===== config.mk =====
export PLATFORM = sky130hd
export DESIGN_NAME = invntt_flat
export DESIGN_NICKNAME = d
export VERILOG_FILES = /design/src/rtl/invntt_if.sv /design/src/rtl/invntt.sv /design/src/flat_wrapper.sv
export SDC_FILE = /design/constraint.sdc
export NUM_CORES = 2
export LEC_CHECK = 0
export CAP_MARGIN = 15
export CORE_MARGIN = 2
export CORE_UTILIZATION = 45
export CTS_BUF_LIST = sky130_fd_sc_hd__clkbuf_16
export CTS_CLUSTER_DIAMETER = 150
export CTS_CLUSTER_SIZE = 8
export DETAILED_ROUTE_END_ITERATION = 10
export DONT_BUFFER_PORTS = 1
export GPL_TIMING_DRIVEN = 0
export SETUP_SLACK_MARGIN = 0.4
export SYNTH_ARGS = -nofsm -noshare
export SYNTH_HDL_FRONTEND = slang
export SYNTH_SLANG_ARGS = --single-unit

===== constraint.sdc =====
create_clock -name i_clk -period 8.7 [get_ports i_clk]
set_input_delay 1.305 -clock i_clk [delete_from_list [all_inputs] [get_ports i_clk]]
set_output_delay 1.305 -clock i_clk [all_outputs]
set_load 0.05 [all_outputs]

===== src/rtl/invntt_if.sv =====
// invntt_if: start/status handshake plus the poly RAM and zeta ROM ports of the
// inverse NTT engine. The engine side is the master: it owns the RAM/ROM bus.
interface invntt_if;
  logic        start;
  logic        busy;
  logic        done;
  logic        r1_en;
  logic [7:0]  r1_addr;
  logic [15:0] r1_d;
  logic        r2_en;
  logic [7:0]  r2_addr;
  logic [15:0] r2_d;
  logic        w1_en;
  logic [7:0]  w1_addr;
  logic [15:0] w1_d;
  logic        w2_en;
  logic [7:0]  w2_addr;
  logic [15:0] w2_d;
  logic [6:0]  zeta_addr;
  logic [15:0] zeta_d;

  modport master (
    input  start,
    output busy, done,
    output r1_en, r1_addr, input r1_d,
    output r2_en, r2_addr, input r2_d,
    output w1_en, w1_addr, w1_d,
    output w2_en, w2_addr, w2_d,
    output zeta_addr, input zeta_d
  );

  modport slave (
    output start,
    input  busy, done,
    input  r1_en, r1_addr, output r1_d,
    input  r2_en, r2_addr, output r2_d,
    input  w1_en, w1_addr, w1_d,
    input  w2_en, w2_addr, w2_d,
    input  zeta_addr, output zeta_d
  );
endinterface


===== src/rtl/invntt.sv =====
// invntt: Kyber inverse NTT (q=3329, n=256), in place on an external dual-port RAM.
// Seven Gentleman-Sande layers (len=2..128) followed by a scaling pass by 1441.
// One butterfly (or scale pair) is issued per cycle; results are written 4 cycles later.
module invntt (
  input  logic     i_clk,
  input  logic     i_rst_n,
  invntt_if.master bus
);
  localparam int unsigned N             = 256;
  localparam logic [7:0]  IssuesPerPass = 8'(N / 2);
  localparam logic [7:0]  LastLen       = 8'd128;
  localparam logic [1:0]  DrainLast     = 2'd3;
  localparam logic signed [31:0] Q      = 32'sd3329;
  localparam logic signed [31:0] Qinv   = 32'sd62209;
  localparam logic signed [31:0] BarV   = 32'sd20159;
  localparam logic signed [15:0] FTom   = 16'sd1441;

  typedef enum logic [2:0] {StIdle, StLayer, StDrain, StScale, StSdrain, StDone} state_e;

  // Montgomery reduction of a 32-bit product, bit exact with the C reference.
  function automatic logic signed [15:0] fq_reduce(input logic signed [31:0] p);
    logic signed [31:0] m;
    logic signed [31:0] u;
    logic signed [31:0] t;
    m = p * Qinv;
    u = {{16{m[15]}}, m[15:0]};
    t = p - u * Q;
    return t[31:16];
  endfunction

  // Barrett reduction of an int16 to a small representative.
  function automatic logic signed [15:0] barrett(input logic signed [15:0] a);
    logic signed [31:0] a32;
    logic signed [31:0] t;
    logic signed [31:0] r;
    a32 = {{16{a[15]}}, a};
    t   = (BarV * a32 + 32'sd33554432) >>> 26;
    r   = a32 - t * Q;
    return r[15:0];
  endfunction

  // Control state
  state_e     r_state;
  logic [7:0] r_idx;
  logic [7:0] r_len;
  logic [1:0] r_drain;
  logic       r_busy;
  logic       r_done;

  // Read-issue registers
  logic       r_ren;
  logic       r_rd_sc;
  logic [7:0] r_rd_lo;
  logic [7:0] r_rd_hi;
  logic [6:0] r_zeta_addr;
  logic [6:0] r_k;

  // Issue decode
  logic       w_issue;
  logic [6:0] w_iss_idx;
  logic [7:0] w_iss_len;
  logic [6:0] w_iss_k;
  logic       w_iss_sc;
  logic [7:0] w_mask;
  logic [7:0] w_idx8;
  logic       w_grp_end;
  logic [7:0] w_lo;
  logic [7:0] w_hi;

  // Pipeline
  logic              r_v0, r_v1, r_v2, r_wen;
  logic              r_sc0, r_sc1, r_sc2;
  logic [7:0]        r_lo_a0, r_hi_a0, r_lo_a1, r_hi_a1, r_lo_a2, r_hi_a2, r_w_lo_a, r_w_hi_a;
  logic signed [15:0] r_lo1, r_op1, r_z1, r_lo2;
  logic signed [31:0] r_phi2, r_plo2;
  logic signed [15:0] r_w_d_lo, r_w_d_hi;
  logic signed [15:0] w_a_lo, w_a_hi, w_zeta, w_sum, w_diff;
  logic signed [31:0] w_mul_hi, w_mul_lo;

  // Decide whether a read is issued at the next edge, and for which index/len/k.
  always_comb begin
    w_issue   = 1'b0;
    w_iss_idx = r_idx[6:0];
    w_iss_len = r_len;
    w_iss_k   = r_k;
    w_iss_sc  = (r_state == StScale);
    unique case (r_state)
      StIdle, StDone: begin
        w_issue   = bus.start;
        w_iss_idx = 7'd0;
        w_iss_len = 8'd2;
        w_iss_k   = 7'd127;
      end
      StLayer, StScale: w_issue = (r_idx != IssuesPerPass);
      StDrain: begin
        // The next pass starts the cycle after the last write of this one.
        w_issue   = (r_drain == DrainLast);
        w_iss_idx = 7'd0;
        if (r_len == LastLen) w_iss_sc = 1'b1;
        else                  w_iss_len = r_len << 1;
      end
      default: ;
    endcase
  end

  assign w_mask    = w_iss_len - 8'd1;
  assign w_idx8    = {1'b0, w_iss_idx};
  assign w_grp_end = ((w_idx8 & w_mask) == w_mask);

  // Map butterfly index to (j, j+len): group bits shift up by one, offset bits stay.
  always_comb begin
    if (w_iss_sc) begin
      w_lo = {w_iss_idx, 1'b0};
      w_hi = {w_iss_idx, 1'b1};
    end else begin
      w_lo = ((w_idx8 & ~w_mask) << 1) | (w_idx8 & w_mask);
      w_hi = w_lo + w_iss_len;
    end
  end

  // Control FSM: pass sequencing, busy and done.
  always_ff @(posedge i_clk or negedge i_rst_n) begin
    if (!i_rst_n) begin
      r_state <= StIdle;
      r_idx   <= 8'd0;
      r_len   <= 8'd2;
      r_drain <= 2'd0;
      r_busy  <= 1'b0;
      r_done  <= 1'b0;
    end else begin
      unique case (r_state)
        StIdle, StDone: begin
          if (bus.start) begin
            r_state <= StLayer;
            r_idx   <= 8'd1;
            r_len   <= 8'd2;
            r_busy  <= 1'b1;
            r_done  <= 1'b0;
          end else begin
            r_state <= StIdle;
          end
        end
        StLayer, StScale: begin
          if (r_idx == IssuesPerPass) begin
            r_state <= (r_state == StLayer) ? StDrain : StSdrain;
            r_drain <= 2'd0;
          end else begin
            r_idx <= r_idx + 8'd1;
          end
        end
        StDrain: begin
          if (r_drain == DrainLast) begin
            r_idx <= 8'd1;
            if (r_len == LastLen) begin
              r_state <= StScale;
            end else begin
              r_state <= StLayer;
              r_len   <= r_len << 1;
            end
          end else begin
            r_drain <= r_drain + 2'd1;
          end
        end
        StSdrain: begin
          if (r_drain == DrainLast) begin
            r_state <= StDone;
            r_busy  <= 1'b0;
            r_done  <= 1'b1;
          end else begin
            r_drain <= r_drain + 2'd1;
          end
        end
        default: r_state <= StIdle;
      endcase
    end
  end

  // Registered read addresses, zeta index and the running k.
  always_ff @(posedge i_clk or negedge i_rst_n) begin
    if (!i_rst_n) begin
      r_ren       <= 1'b0;
      r_rd_sc     <= 1'b0;
      r_rd_lo     <= 8'd0;
      r_rd_hi     <= 8'd0;
      r_zeta_addr <= 7'd0;
      r_k         <= 7'd127;
    end else begin
      r_ren <= w_issue;
      if (w_issue) begin
        r_rd_sc <= w_iss_sc;
        r_rd_lo <= w_lo;
        r_rd_hi <= w_hi;
        if (w_iss_sc) begin
          r_zeta_addr <= 7'd0;
        end else begin
          r_zeta_addr <= w_iss_k;
          r_k         <= w_grp_end ? w_iss_k - 7'd1 : w_iss_k;
        end
      end
    end
  end

  assign w_a_lo   = bus.r2_d;
  assign w_a_hi   = bus.r1_d;
  assign w_zeta   = bus.zeta_d;
  assign w_sum    = w_a_lo + w_a_hi;
  assign w_diff   = w_a_hi - w_a_lo;
  assign w_mul_hi = {{16{r_z1[15]}}, r_z1} * {{16{r_op1[15]}}, r_op1};
  assign w_mul_lo = {{16{FTom[15]}}, FTom} * {{16{r_lo1[15]}}, r_lo1};

  // Datapath: RAM/ROM data, add/sub+barrett, multiply, reduce/write.
  always_ff @(posedge i_clk or negedge i_rst_n) begin
    if (!i_rst_n) begin
      r_v0 <= 1'b0; r_v1 <= 1'b0; r_v2 <= 1'b0; r_wen <= 1'b0;
      r_sc0 <= 1'b0; r_sc1 <= 1'b0; r_sc2 <= 1'b0;
      r_lo_a0 <= 8'd0; r_hi_a0 <= 8'd0; r_lo_a1 <= 8'd0; r_hi_a1 <= 8'd0;
      r_lo_a2 <= 8'd0; r_hi_a2 <= 8'd0; r_w_lo_a <= 8'd0; r_w_hi_a <= 8'd0;
      r_lo1 <= 16'sd0; r_op1 <= 16'sd0; r_z1 <= 16'sd0; r_lo2 <= 16'sd0;
      r_phi2 <= 32'sd0; r_plo2 <= 32'sd0;
      r_w_d_lo <= 16'sd0; r_w_d_hi <= 16'sd0;
    end else begin
      r_v0    <= r_ren;
      r_sc0   <= r_rd_sc;
      r_lo_a0 <= r_rd_lo;
      r_hi_a0 <= r_rd_hi;

      r_v1    <= r_v0;
      r_sc1   <= r_sc0;
      r_lo_a1 <= r_lo_a0;
      r_hi_a1 <= r_hi_a0;
      r_lo1   <= r_sc0 ? w_a_lo : barrett(w_sum);
      r_op1   <= r_sc0 ? w_a_hi : w_diff;
      r_z1    <= r_sc0 ? FTom : w_zeta;

      r_v2    <= r_v1;
      r_sc2   <= r_sc1;
      r_lo_a2 <= r_lo_a1;
      r_hi_a2 <= r_hi_a1;
      r_phi2  <= w_mul_hi;
      r_plo2  <= w_mul_lo;
      r_lo2   <= r_lo1;

      r_wen    <= r_v2;
      r_w_lo_a <= r_lo_a2;
      r_w_hi_a <= r_hi_a2;
      r_w_d_hi <= fq_reduce(r_phi2);
      r_w_d_lo <= r_sc2 ? fq_reduce(r_plo2) : r_lo2;
    end
  end

  assign bus.busy      = r_busy;
  assign bus.done      = r_done;
  assign bus.r1_en     = r_ren;
  assign bus.r1_addr   = r_rd_hi;
  assign bus.r2_en     = r_ren;
  assign bus.r2_addr   = r_rd_lo;
  assign bus.zeta_addr = r_zeta_addr;
  assign bus.w1_en     = r_wen;
  assign bus.w1_addr   = r_w_hi_a;
  assign bus.w1_d      = r_w_d_hi;
  assign bus.w2_en     = r_wen;
  assign bus.w2_addr   = r_w_lo_a;
  assign bus.w2_d      = r_w_d_lo;
endmodule


===== src/flat_wrapper.sv =====
// flat-port wrapper written by rule: the top's interface ports become plain ports
module invntt_flat 
  (i_clk, i_rst_n, bus_start, bus_busy, bus_done, bus_r1_en, bus_r1_addr, bus_r1_d, bus_r2_en, bus_r2_addr, bus_r2_d, bus_w1_en, bus_w1_addr, bus_w1_d, bus_w2_en, bus_w2_addr, bus_w2_d, bus_zeta_addr, bus_zeta_d);
  invntt_if bus_i ();
  input  logic i_clk;
  input  logic i_rst_n;
  input wire logic [$bits(bus_i.start)-1:0] bus_start;
  output wire logic [$bits(bus_i.busy)-1:0] bus_busy;
  output wire logic [$bits(bus_i.done)-1:0] bus_done;
  output wire logic [$bits(bus_i.r1_en)-1:0] bus_r1_en;
  output wire logic [$bits(bus_i.r1_addr)-1:0] bus_r1_addr;
  input wire logic [$bits(bus_i.r1_d)-1:0] bus_r1_d;
  output wire logic [$bits(bus_i.r2_en)-1:0] bus_r2_en;
  output wire logic [$bits(bus_i.r2_addr)-1:0] bus_r2_addr;
  input wire logic [$bits(bus_i.r2_d)-1:0] bus_r2_d;
  output wire logic [$bits(bus_i.w1_en)-1:0] bus_w1_en;
  output wire logic [$bits(bus_i.w1_addr)-1:0] bus_w1_addr;
  output wire logic [$bits(bus_i.w1_d)-1:0] bus_w1_d;
  output wire logic [$bits(bus_i.w2_en)-1:0] bus_w2_en;
  output wire logic [$bits(bus_i.w2_addr)-1:0] bus_w2_addr;
  output wire logic [$bits(bus_i.w2_d)-1:0] bus_w2_d;
  output wire logic [$bits(bus_i.zeta_addr)-1:0] bus_zeta_addr;
  input wire logic [$bits(bus_i.zeta_d)-1:0] bus_zeta_d;
  assign bus_i.start = bus_start;
  assign bus_busy = bus_i.busy;
  assign bus_done = bus_i.done;
  assign bus_r1_en = bus_i.r1_en;
  assign bus_r1_addr = bus_i.r1_addr;
  assign bus_i.r1_d = bus_r1_d;
  assign bus_r2_en = bus_i.r2_en;
  assign bus_r2_addr = bus_i.r2_addr;
  assign bus_i.r2_d = bus_r2_d;
  assign bus_w1_en = bus_i.w1_en;
  assign bus_w1_addr = bus_i.w1_addr;
  assign bus_w1_d = bus_i.w1_d;
  assign bus_w2_en = bus_i.w2_en;
  assign bus_w2_addr = bus_i.w2_addr;
  assign bus_w2_d = bus_i.w2_d;
  assign bus_zeta_addr = bus_i.zeta_addr;
  assign bus_i.zeta_d = bus_zeta_d;
  invntt u_core (.i_clk(i_clk), .i_rst_n(i_rst_n), .bus(bus_i));
endmodule

Word level (Yosys, flattened, before mapping):

Index checks and enable logic that the tools add are counted.

* reductions and logical operators: 15
* bitwise gates (word level): 5
* multipliers: 8
* equal/unequal tests: 16
* mux-type cells: 38
* $add $sub $neg: 11

Operator list (count)
* multiplier 32 x 17 -> 16 bit (second input constant): 2
* two-way mux 16 bit: 4
* two-way mux 8 bit: 8
* subtractor 32 bit: 2
* multiplier 16 x 13 -> 29 bit (second input constant): 2
* adder 32 x 27 -> 32 bit (second input constant): 1
* multiplier 16 x 16 -> 32 bit: 1
* multiplier 16 x 16 -> 32 bit (first input constant): 1
* case mux 8 bit (2 select lines): 2
* subtractor 16 bit: 2
* multiplier 12 x 16 -> 28 bit (first input constant): 1
* two-way mux 7 bit: 4
* case mux 8 bit (3 select lines): 1
* adder 16 bit: 1
* == test 8 bit (second input constant): 2
* multiplier 6 x 13 -> 16 bit (second input constant): 1
* two-way mux 3 bit: 4
* case mux 3 bit (4 select lines): 1
* AND reduction 3 bit: 4
* adder 8 x 1 -> 8 bit (second input constant): 1
* adder 8 bit: 1
* bitwise AND 7 x 8 -> 8 bit: 1
* == test 8 bit: 1
* != test 8 bit (second input constant): 1
* 25 further kinds: 44

* output and inout bits: 77
* bits in registers: 286
* logic and storage cells: 128

Depth between registers and ports, before layout:

* depth in word-level cells: 9
* gate-level depth with buffers: 48
* depth with buffers taken out: 48

Worst setup path before layout:

Ideal clock, no wire load.

* path type: input port to flip-flop
* from: in bus_r2_d[0]
* to: reg u_core.r_lo1[15]
* arrival time: 11716 ps
* setup slack: -3141 ps
* buffers on the path: 0
* cell stages on the path: 47
* required time: 8575 ps
* setup time: 125 ps
* cells stage by stage: ha_1 -> inv_1 -> fa_1 -> o21bai_1 -> a21oi_1 -> o21bai_1 -> a21oi_1 -> o21bai_1 -> a211oi_1 -> o41ai_1 -> a21oi_1 -> xnor2_1 -> inv_1 -> ha_1 -> ha_1 -> inv_1 -> fa_1 -> inv_1 -> [11 not listed] -> o2bb2ai_1 -> o21ba_2 -> xnor2_1 -> inv_1 -> ha_1 -> ha_1 -> inv_1 -> fa_1 -> inv_1 -> fa_1 -> inv_1 -> ha_1 -> a21o_1 -> a31o_2 -> a21oi_1 -> xnor2_1 -> xnor2_1 -> mux2_2

* longest elaborated chain between the ends: 6

RTL lines
* start: declaration: line flat_wrapper.sv:15 `input wire logic [$bits(bus_i.r2_d)-1:0] bus_r2_d;`
* adder 16 bit *: line invntt.sv:206 `assign w_sum = w_a_lo + w_a_hi;`
* multiplier 16 x 16 -> 32 bit: line invntt.sv:37 `t = (BarV * a32 + 32'sd33554432) >>> 26;`
* adder 32 x 27 -> 32 bit: line invntt.sv:37
* multiplier 6 x 13 -> 16 bit: line invntt.sv:38 `r = a32 - t * Q;`
* subtractor 16 bit *: line invntt.sv:38
* two-way mux 16 bit *: line invntt.sv:231 `r_lo1 <= r_sc0 ? w_a_lo : barrett(w_sum);`
* end signal: assignment: line invntt.sv:231
* end: declaration: line invntt.sv:74 `logic signed [15:0] r_lo1, r_op1, r_z1, r_lo2;`

Mark *: on every way between the ends. The rest lies on a longest branch, timed or not.
A chain may end at the register's enable or synchronous reset.

Worst setup path after layout:

Ends and elaborated chain as after synthesis.

==> metrics.yaml <==
yosys:
  yosys.area.top_type: "fa_1"
  synth-seq-cells: 277
  syn_inst: 3731
  synthTopCellsByArea: "fa_1, ha_1, dfrtp_1"
  async_flop_share_pct: 100
  yosysSeqAreaShare_pct: 18.9
  synth.top_cell.area_share_pct: 26.3
  synth_edf_count: 0
  ys_dominant_reg_cell: "dfrtp_1"
  yosysUniqueCellTypes: 81
  netlist_area_sq_um: 36800
  synth-warning-count: 0
  synth_fp_nets: 4893
  syn_area_per_cell_sq_um: 9.85
setup_path:
  cp.required_ns: 9.14
  cp-start-kind: "input pin"
  slowest_stage: "fa_1"
  worstSetupPathType: "in2reg"
  worstSetupEndpointType: "register"
  critPathMaxFanout: 3
  crit_arrival_ns: 11.03
  cpPeakStageDelay_ns: 0.55
cts:
  tritoncts: "built"
  clock_sinks: 277
  h-tree-depth: 2
  ctsLongestPathBuffers: 3
  cts_root_buf: "clkbuf_16"
  clkTransAtPathRegs_ns: 0.05
  insertion_delay_ns: 0.57
  cts-buffers-inserted: 41
sta:
  rsz0062_at_grt: "yes"
  period_share_pct: 122
  worst_slew_margin_rel_pct: 40.6
  skew_ns: 0.0324
  finalCriticalPeriod_ns: 10.59
  hold_viol_final: 0
  whs_ns: 0.342
  tightest_slew_ns: 0.892
  finalSetupViolations: 15
  timing.final.ws_setup_ns: -1.89
  finalMaxSlewViolations: 0
  max_freq_mhz: 94.4
cells_and_area:
  mostFrequentLayoutCells: "inv_1, ha_1, fa_1, dfrtp_1, nand2_1"
  drive_gt1_share_pct: 10.5
  fill_cells: 7434
  areaGrowthSynthToFinish_pct: 13.0
  fin_cells: 4932
  final_common_cell: "inv_1"
  final_util_pct: 51.5
  layout.nets: 5022
grt:
  grt_start_max_net_pins: 278
  antenna_found_initial: 7
  grt_pass1_wl_mm: 140
  grt_pass1_vias: 26466
  grtUsageTotal_pct: 21.2
  grt_overflow: 0
route:
  wl_per_cell_microns: 17.3
  ant_nets: 0
  firstDrtPassIters: 5
  drt_iter0_drc: 1177
  routed_wl_mm: 85.5
  vias: 25034
  vias_per_cell: 5.08
  drc: 0
floorplanning:
  dieArea_sq_um: 84000
  die_x_microns: 290
  die_y_microns: 290
  row_count: 104
  io_pins: 128
  start_util_pct: 45.6
  core_sq_um: 80700
hold_path:
  holdCritPathClass: "reg2reg"
placed_design:
  dp.cells: 4792
  place_congestion: 0.888
  dp_hpwl_mm: 69.2
  io_buffers: 0
job:
  drv_cap: 0
status:
  violations: "negative setup slack"
  outcome: "finished, violations left"
what timing repair did:
| item | CTS | global route |
|---|---|---|
| hold buffers | 0 | 0 |
| pin swaps | 66 | 59 |
| endpoints found under the hold margin | 0 | 0 |
| resized for setup | 123 | 89 |
| endpoints found under the setup margin | 30 | 26 |
| buffers inserted | 50 | 35 |
synthesized netlist by cell type, types with 4 or more instances:
cell / n
dfrtp_1: 269
and3_1: 19
nand3b_1: 5
or3_1: 14
a211o_1: 7
a211oi_1: 22
clkbuf_1: 62
nand2b_1: 41
dfstp_2: 8
o211ai_1: 10
nand3_1: 29
mux2_2: 14
and2_1: 126
nand2_1: 264
a21o_1: 55
a22oi_1: 5
o21bai_1: 20
a221oi_1: 8
nand4_1: 10
fa_1: 482
o22ai_1: 4
nor2_1: 130
inv_1: 770
xor2_1: 56
xnor2_1: 175
a31oi_1: 18
mux2i_1: 4
nor2b_1: 39
o31ai_1: 13
buf_2: 7
a31o_2: 4
o21ai_0: 112
a221o_1: 4
buf_4: 4
nor3_1: 35
ha_1: 629
a21oi_1: 144
o41ai_1: 5
or2_2: 15
o21a_1: 29
per-layer routing:
metal	GRT usage, %	share of wire [%]	vias up
li1	-	-	12137
met1	28.8	45	12301
met2	35.0	47	464
met3	4.53	6.0	122
met4	4.91	2.3	10
met5	0	0.071	-
worst max-delay path: cells and delay by family:
kind / cells / cell delay [ns]
adder cells (fa/ha/maj): 14 / 5.13
AO/OA/AOI/OAI: 17 / 2.71
XOR/XNOR: 4 / 0.68
buffers and inverters: 9 / 0.46
AND/OR/NAND/NOR: 1 / 0.44
multiplexers: 1 / 0.27
per-stage QoR:
stage | worst slack (ns) | cell area [sq um] | TNS [ns]
after global routing | -2.20 | 41500 | -19.57
after global placement | -3.21 | 38500 | -38.73
final | -1.89 | 41600 | -15.01
after detailed placement | -3.21 | 38500 | -37.99
after CTS | -1.96 | 40800 | -15.68
after floorplan | -2.05 | 37200 | -14.37
state kept, by name (all words and copies together), names as in the netlist, 16 cells and up:
signal,cells
u_core.r_lo1,16
u_core.r_z1,16
u_core.r_phi2,32
u_core.bus.w2_d,16
u_core.r_lo2,16
u_core.r_plo2,23
u_core.bus.w1_d,16
u_core.r_op1,16
final cells by class:
type                       instances  area [sq um]  area share (%)
timing repair buffer              86           701            1.69
buffer                            74           320           0.771
multi-input combinational       2608         28200            67.8
inverter                         772          2910            7.01
sequential                       277          6950            16.7
tap                             1060          1330            3.19
antenna                            1          2.50         0.00602
clock buffer                      42          1050            2.53
clock inverter                    12           105           0.253
logic make-up (layout without fill, tap and decap cells):
logic type | after synthesis | after routing | synth area share [%]
mux | 18 | 18 | 0.538
compound gates | 497 | 497 | 8.60
fa+ha+maj | 1111 | 1111 | 47.7
buf+inv | 846 | 986 | 8.72
other cells | 1 | 2 | 0.0102
simple gates | 750 | 750 | 10.1
flops | 277 | 277 | 18.9
xor+xnor | 231 | 231 | 5.50
path summary, 6_finish.rpt:
| path | start | end | slack [ns] | cells after the start |
|---|---|---|---|---|
| worst max-delay path | bus_r2_d[0] | u_core.r_lo1[15] | -1.89 | 46 |
| worst min-delay path | u_core.r_hi_a1[3] | u_core.r_hi_a2[3] | 0.34 | 0 |
| worst max register to register | u_core.r_phi2[0] | u_core.bus.w1_d[15] | 0.73 | 31 |
| worst min register to register | u_core.r_hi_a1[3] | u_core.r_hi_a2[3] | 0.34 | 0 |
| max in group asynchronous | i_rst_n | u_core.bus.w1_d[1] | 7.66 | 0 |
| min in group asynchronous | i_rst_n | u_core.bus.busy | 0.44 | 0 |
Power is left out: the tool's default activity adds up to more than one toggle a clock period on the data nets, which glitch-free logic cannot reach.
